===== src/rtl/plazer_pkg.sv =====
// Shared types for the plazer peak-finder pipeline (line_capture, convmax).
// Holds the line geometry, the pixel and line types, and the fill-state encoding.
package plazer_pkg;

    localparam int NPIX = 120;
    localparam int PIXW = 8;

    typedef logic [PIXW-1:0] pixel_t;
    typedef pixel_t [NPIX-1:0] line_t;

    typedef enum logic {
        IDLE = 1'b0,
        FILL = 1'b1
    } fill_state_t;

endpackage


===== src/rtl/sat_counter.sv =====
// Saturating up-counter with asynchronous active-high reset.
// Ports:
//   clk    clock
//   reset  async reset, clears count
//   inc    add one this cycle; ignored once count is all-ones
//   count  current value
module sat_counter #(
    parameter int W = 8
) (
    input  logic         clk,
    input  logic         reset,
    input  logic         inc,
    output logic [W-1:0] count
);

    always_ff @(posedge clk or posedge reset) begin
        if (reset) begin
            count <= '0;
        end else if (inc && (count != '1)) begin
            count <= count + W'(1);
        end
    end

endmodule


===== src/rtl/line_capture.sv =====
// Assembles a serial pixel stream into one NPIX-pixel scan line and presents it
// on a parallel bus with a valid/ack handshake. The next line fills in wbuf while
// the previous line is held in line_data. Completed lines that find the output
// occupied are dropped and counted; lines restarted by an early pix_sol are
// counted as short.
// Ports:
//   clk, reset                    clock, async active-high reset
//   pix_data/pix_valid/pix_sol    serial pixel input, pix_sol marks pixel 0
//   line_data/line_valid/line_ack parallel line output and handshake
//   line_id                       lines delivered, wraps
//   drop_count, short_count       saturating status counters
//
// state | meaning
// ------+------------------------------------------------------------
// IDLE  | waiting for a beat with pix_sol; other beats are discarded
// FILL  | pixels 1..NPIX-1 being written; wpos is the next index
module line_capture
    import plazer_pkg::*;
#(
    parameter int CNTW = 8
) (
    input  logic            clk,
    input  logic            reset,
    input  pixel_t          pix_data,
    input  logic            pix_valid,
    input  logic            pix_sol,
    output line_t           line_data,
    output logic            line_valid,
    input  logic            line_ack,
    output logic [CNTW-1:0] line_id,
    output logic [CNTW-1:0] drop_count,
    output logic [CNTW-1:0] short_count
);

    localparam int WPW = $clog2(NPIX);
    localparam logic [WPW-1:0] LAST = WPW'(NPIX - 1);

    fill_state_t     state;
    logic [WPW-1:0]  wpos;
    // The final pixel goes straight from pix_data into line_data, so wbuf
    // only needs to hold pixels 0..NPIX-2.
    pixel_t [NPIX-2:0] wbuf;

    logic complete;
    logic load_ok;
    logic drop_inc;
    logic short_inc;

    always_comb begin
        complete  = pix_valid && (state == FILL) && !pix_sol && (wpos == LAST);
        load_ok   = !line_valid || line_ack;
        drop_inc  = complete && !load_ok;
        short_inc = pix_valid && (state == FILL) && pix_sol;
    end

    always_ff @(posedge clk or posedge reset) begin
        if (reset) begin
            state      <= IDLE;
            wpos       <= '0;
            wbuf       <= '0;
            line_data  <= '0;
            line_valid <= 1'b0;
            line_id    <= '0;
        end else begin
            if (line_ack && line_valid) begin
                line_valid <= 1'b0;
            end
            // A load on the same edge as an ack wins, keeping line_valid high.
            if (complete && load_ok) begin
                line_data  <= {pix_data, wbuf};
                line_valid <= 1'b1;
                line_id    <= line_id + CNTW'(1);
            end

            if (pix_valid) begin
                case (state)
                    IDLE: begin
                        if (pix_sol) begin
                            wbuf[0] <= pix_data;
                            wpos    <= WPW'(1);
                            state   <= FILL;
                        end
                    end
                    FILL: begin
                        if (pix_sol) begin
                            wbuf[0] <= pix_data;
                            wpos    <= WPW'(1);
                        end else if (wpos == LAST) begin
                            wpos  <= '0;
                            state <= IDLE;
                        end else begin
                            wbuf[wpos] <= pix_data;
                            wpos       <= wpos + WPW'(1);
                        end
                    end
                    default: begin
                        state <= IDLE;
                        wpos  <= '0;
                    end
                endcase
            end
        end
    end

    sat_counter #(.W(CNTW)) u_drop_cnt (
        .clk   (clk),
        .reset (reset),
        .inc   (drop_inc),
        .count (drop_count)
    );

    sat_counter #(.W(CNTW)) u_short_cnt (
        .clk   (clk),
        .reset (reset),
        .inc   (short_inc),
        .count (short_count)
    );

endmodule

===== config.mk =====
export PLATFORM = sky130hd
export DESIGN_NAME = line_capture
export DESIGN_NICKNAME = d
export VERILOG_FILES = /design/src/rtl/plazer_pkg.sv /design/src/rtl/sat_counter.sv /design/src/rtl/line_capture.sv
export SDC_FILE = /design/constraint.sdc
export NUM_CORES = 2
export LEC_CHECK = 0
export BUFFER_PORTS_ARGS = -buffer_cell sky130_fd_sc_hd__buf_2
export CORE_MARGIN = 5
export CORE_UTILIZATION = 29
export DETAILED_ROUTE_END_ITERATION = 6
export PLACE_DENSITY = 0.49
export SETUP_SLACK_MARGIN = 0.15
export SYNTH_ARGS = -nofsm -noshare
export SYNTH_HDL_FRONTEND = slang
export SYNTH_SLANG_ARGS = --single-unit

===== constraint.sdc =====
create_clock -name clk -period 204.9 [get_ports clk]
set_clock_uncertainty 0.15 [all_clocks]
set_input_delay 40.98 -clock clk [delete_from_list [all_inputs] [get_ports clk]]
set_output_delay 40.98 -clock clk [all_outputs]
set_load 0.02 [all_outputs]

==> impl_metrics.yaml <==
outcome:
  outcome: "finished clean"
critical_path:
  required_ns: 205.55
  cp-start-kind: "primary input"
  path_max_fanout: 175
  worstSetupPathType: "in -> async"
  end_kind: "async pin"
  worst-endpoint-arrival_ns: 47.57
clocking:
  insertion_delay_ns: 0.84
  post_cts_buffers: 0
  h-tree-depth: 4
  clk_path_buf_depth: 3
  cts_tree: "yes"
  path_clk_slew_ns: 0.06
  numCtsBuffers: 204
  post_cts_resize_count: 0
  clkSinkCount: 1945
  cts_root_buf: "clkbuf_16"
  holdBufCountCts: 0
sta:
  slew_headroom_pct: 23.37
  fmax_ghz: 0.02131
  finalHoldViolCount: 0
  fin_crit_sh_pct: 22.90
  hold_slack_ns: 0.2934
  worstMarginPinSlew_ns: 1.147
  finalSetupViolCount: 0
  slew_viol_final: 0
  min_period_ns: 46.92
  rsz0062_at_grt: "false"
  tns_ns: 0
grt:
  grt.total_usage_pct: 18.23
  antenna_found_initial: 27
  grt_overflow: 0
  grt_max_degree: 195
  grt_pass1_vias: 50198
  grt_pass1_wl_um: 357500
floorplan:
  ios: 998
  fp.dieW_um: 512.1
  core_area_mm2: 0.2512
  die_h_um: 512.1
  dieArea_mm2: 0.2623
  rows: 184
  initial_core_util_pct: 29.11
detailed_routing:
  final_antenna_net_count: 0
  drtIter0Drc: 3566
  drtPass1Iterations: 7
  vias: 49792
  drc: 0
  routedWlPerCell_um: 22.61
  routed_wl_um: 245300
  via_per_inst: 4.588
power_and_ir_drop:
  p_leak_uw: 0.05034
  p_total_uw: 800.3
  ir_drop_uv: 7.102
  power.density_mw_per_mm2: 9.041
worst_hold_path:
  hold_class: "reg -> reg"
yosys:
  synth_nets: 6409
  synth.area.top_cells: "dfrtp_1 67%, nand2_1 15%, mux2_2 15%"
  async_reset_ff_share_pct: 100.0
  synth_top_cell_area_share_pct: 66.57
  ys_warn_count: 0
  synth-edff-count: 0
  seq_area_frac_synth_pct: 66.57
  netlist_area_mm2: 0.07311
  synth_largest_area_cell: "dfrtp_1"
  ys_dominant_reg_cell: "dfrtp_1"
  ys_ff_latch: 1945
  postSynthCellCount: 6392
  netlist_top_cells_count: "2985 x nand2_1, 1945 x dfrtp_1, 954 x mux2_2"
  ys_types: 41
  syn_area_per_cell_um2: 11.44
  synth.most_common_cell: "nand2_1"
place:
  dp.cells: 10474
  placed_area_mm2: 0.08178
  gp_congestion: 0.7791
  numPortBuffers: 997
  dp.final_hpwl_um: 157900
layout:
  syn2layout_area_growth_pct: 21.07
  fill_cells: 25261
  fin_nets: 7349
  fin_area_mm2: 0.08852
  fin_cells: 10853
  drive_above_1_share_pct: 31.83
flow_run:
  cap_violations: 0
path summary, 6_finish.rpt:
kind                                start             end  slack [ns]  cells past startpoint
worst min register to register  wbuf[816]  line_data[816]        0.29                      2
max in group clk                  pix_sol    line_data[4]      159.24                      9
worst max-delay path                reset  line_data[817]      157.98                      9
worst max register to register    wpos[4]    line_data[4]      198.25                      8
min in group asynchronous           reset  line_data[362]       40.07                      2
worst min-delay path            wbuf[816]  line_data[816]        0.29                      2
routing by layer:
metal	share of wire [%]	track usage [%]	vias to the layer above
met3	5.4	3.276	295
met1	45	25.30	25796
met2	46	28.85	1331
met4	3.4	6.109	0
met5	0	0	-
li1	-	-	22370
cell usage in the layout (no fill, tap or decap), types with 3 or more instances in the layout:
cell type,n
clkinvlp_4,6
dfrtp_1,1945
mux2_2,954
bufinv_16,10
nor3_1,5
clkbuf_16,208
ha_1,4
nand2_1,2985
nor2_2,4
diode_2,10
clkinv_2,31
and3_1,6
nand3b_1,3
buf_12,4
buf_6,8
nor4_2,4
a211oi_4,3
clkbuf_1,55
nor2_1,21
nand3_1,11
nor2b_1,6
inv_6,8
o21ai_0,3
nand2b_1,7
and4_1,5
nor3_2,12
xor2_1,5
xnor2_1,19
nand4_1,13
clkinv_4,4
buf_4,85
buf_2,989
clkbuf_8,42
state kept, by name (all words and copies together), names as in the netlist:
register           count
line_data            960
wbuf                 952
line_id                8
u_drop_cnt.count       8
u_short_cnt.count      8
wpos                   7
line_valid             1
state                  1
worst max-delay path: stages:
cell and delay [ns]:
buf_2 0.13, inv_8 0.40, buf_12 0.58, buf_4 0.82, buf_4 0.80, buf_4 0.74, buf_4 0.81, buf_4 0.83
buf_4 0.88
stage by stage:
stage	util [%]	worst slack, ns
2_1_floorplan	-	108.84
3_3_place_gp	32.56	156.93
3_5_place_dp	32.56	156.80
4_1_cts	35.23	157.78
5_1_grt	35.23	156.87
6_report	35.24	157.98
cell type report:
cell class	instances	area (µm²)	share of cell area [%]
Antenna cell	10	25.02	0.02827
Clock buffer	305	5989	6.766
Clock inverter	64	721.9	0.8156
Inverter	1	11.26	0.01272
Multi-Input combinational cell	4094	23150	26.16
Sequential cell	1945	48670	54.98
Tap cell	3348	4189	4.732
Timing Repair Buffer	1086	5758	6.505
power by group:
| group | internal [µW] | leakage (µW) | switching (µW) |
|---|---|---|---|
| clock network | 214 | 0.00330 | 159 |
| registers | 393 | 0.0271 | 5.17 |
| logic | 8.57 | 0.0200 | 20.2 |
cells by family (layout without fill, tap and decap cells):
logic type / count (synthesis) / in the layout / synth area share (%)
and+or+nand+nor: 3097 / 3097 / 16.36
DFF: 1945 / 1945 / 66.57
muxes: 954 / 954 / 14.69
buffers and inverters: 353 / 1456 / 1.870
xor gates and xnor gates: 24 / 24 / 0.2875
AOI/OAI and AO/OA: 15 / 15 / 0.1489
adders and majority gates: 4 / 4 / 0.06845
other: 0 / 10 / 0
Note: power is estimated with default switching activity, not from simulation.
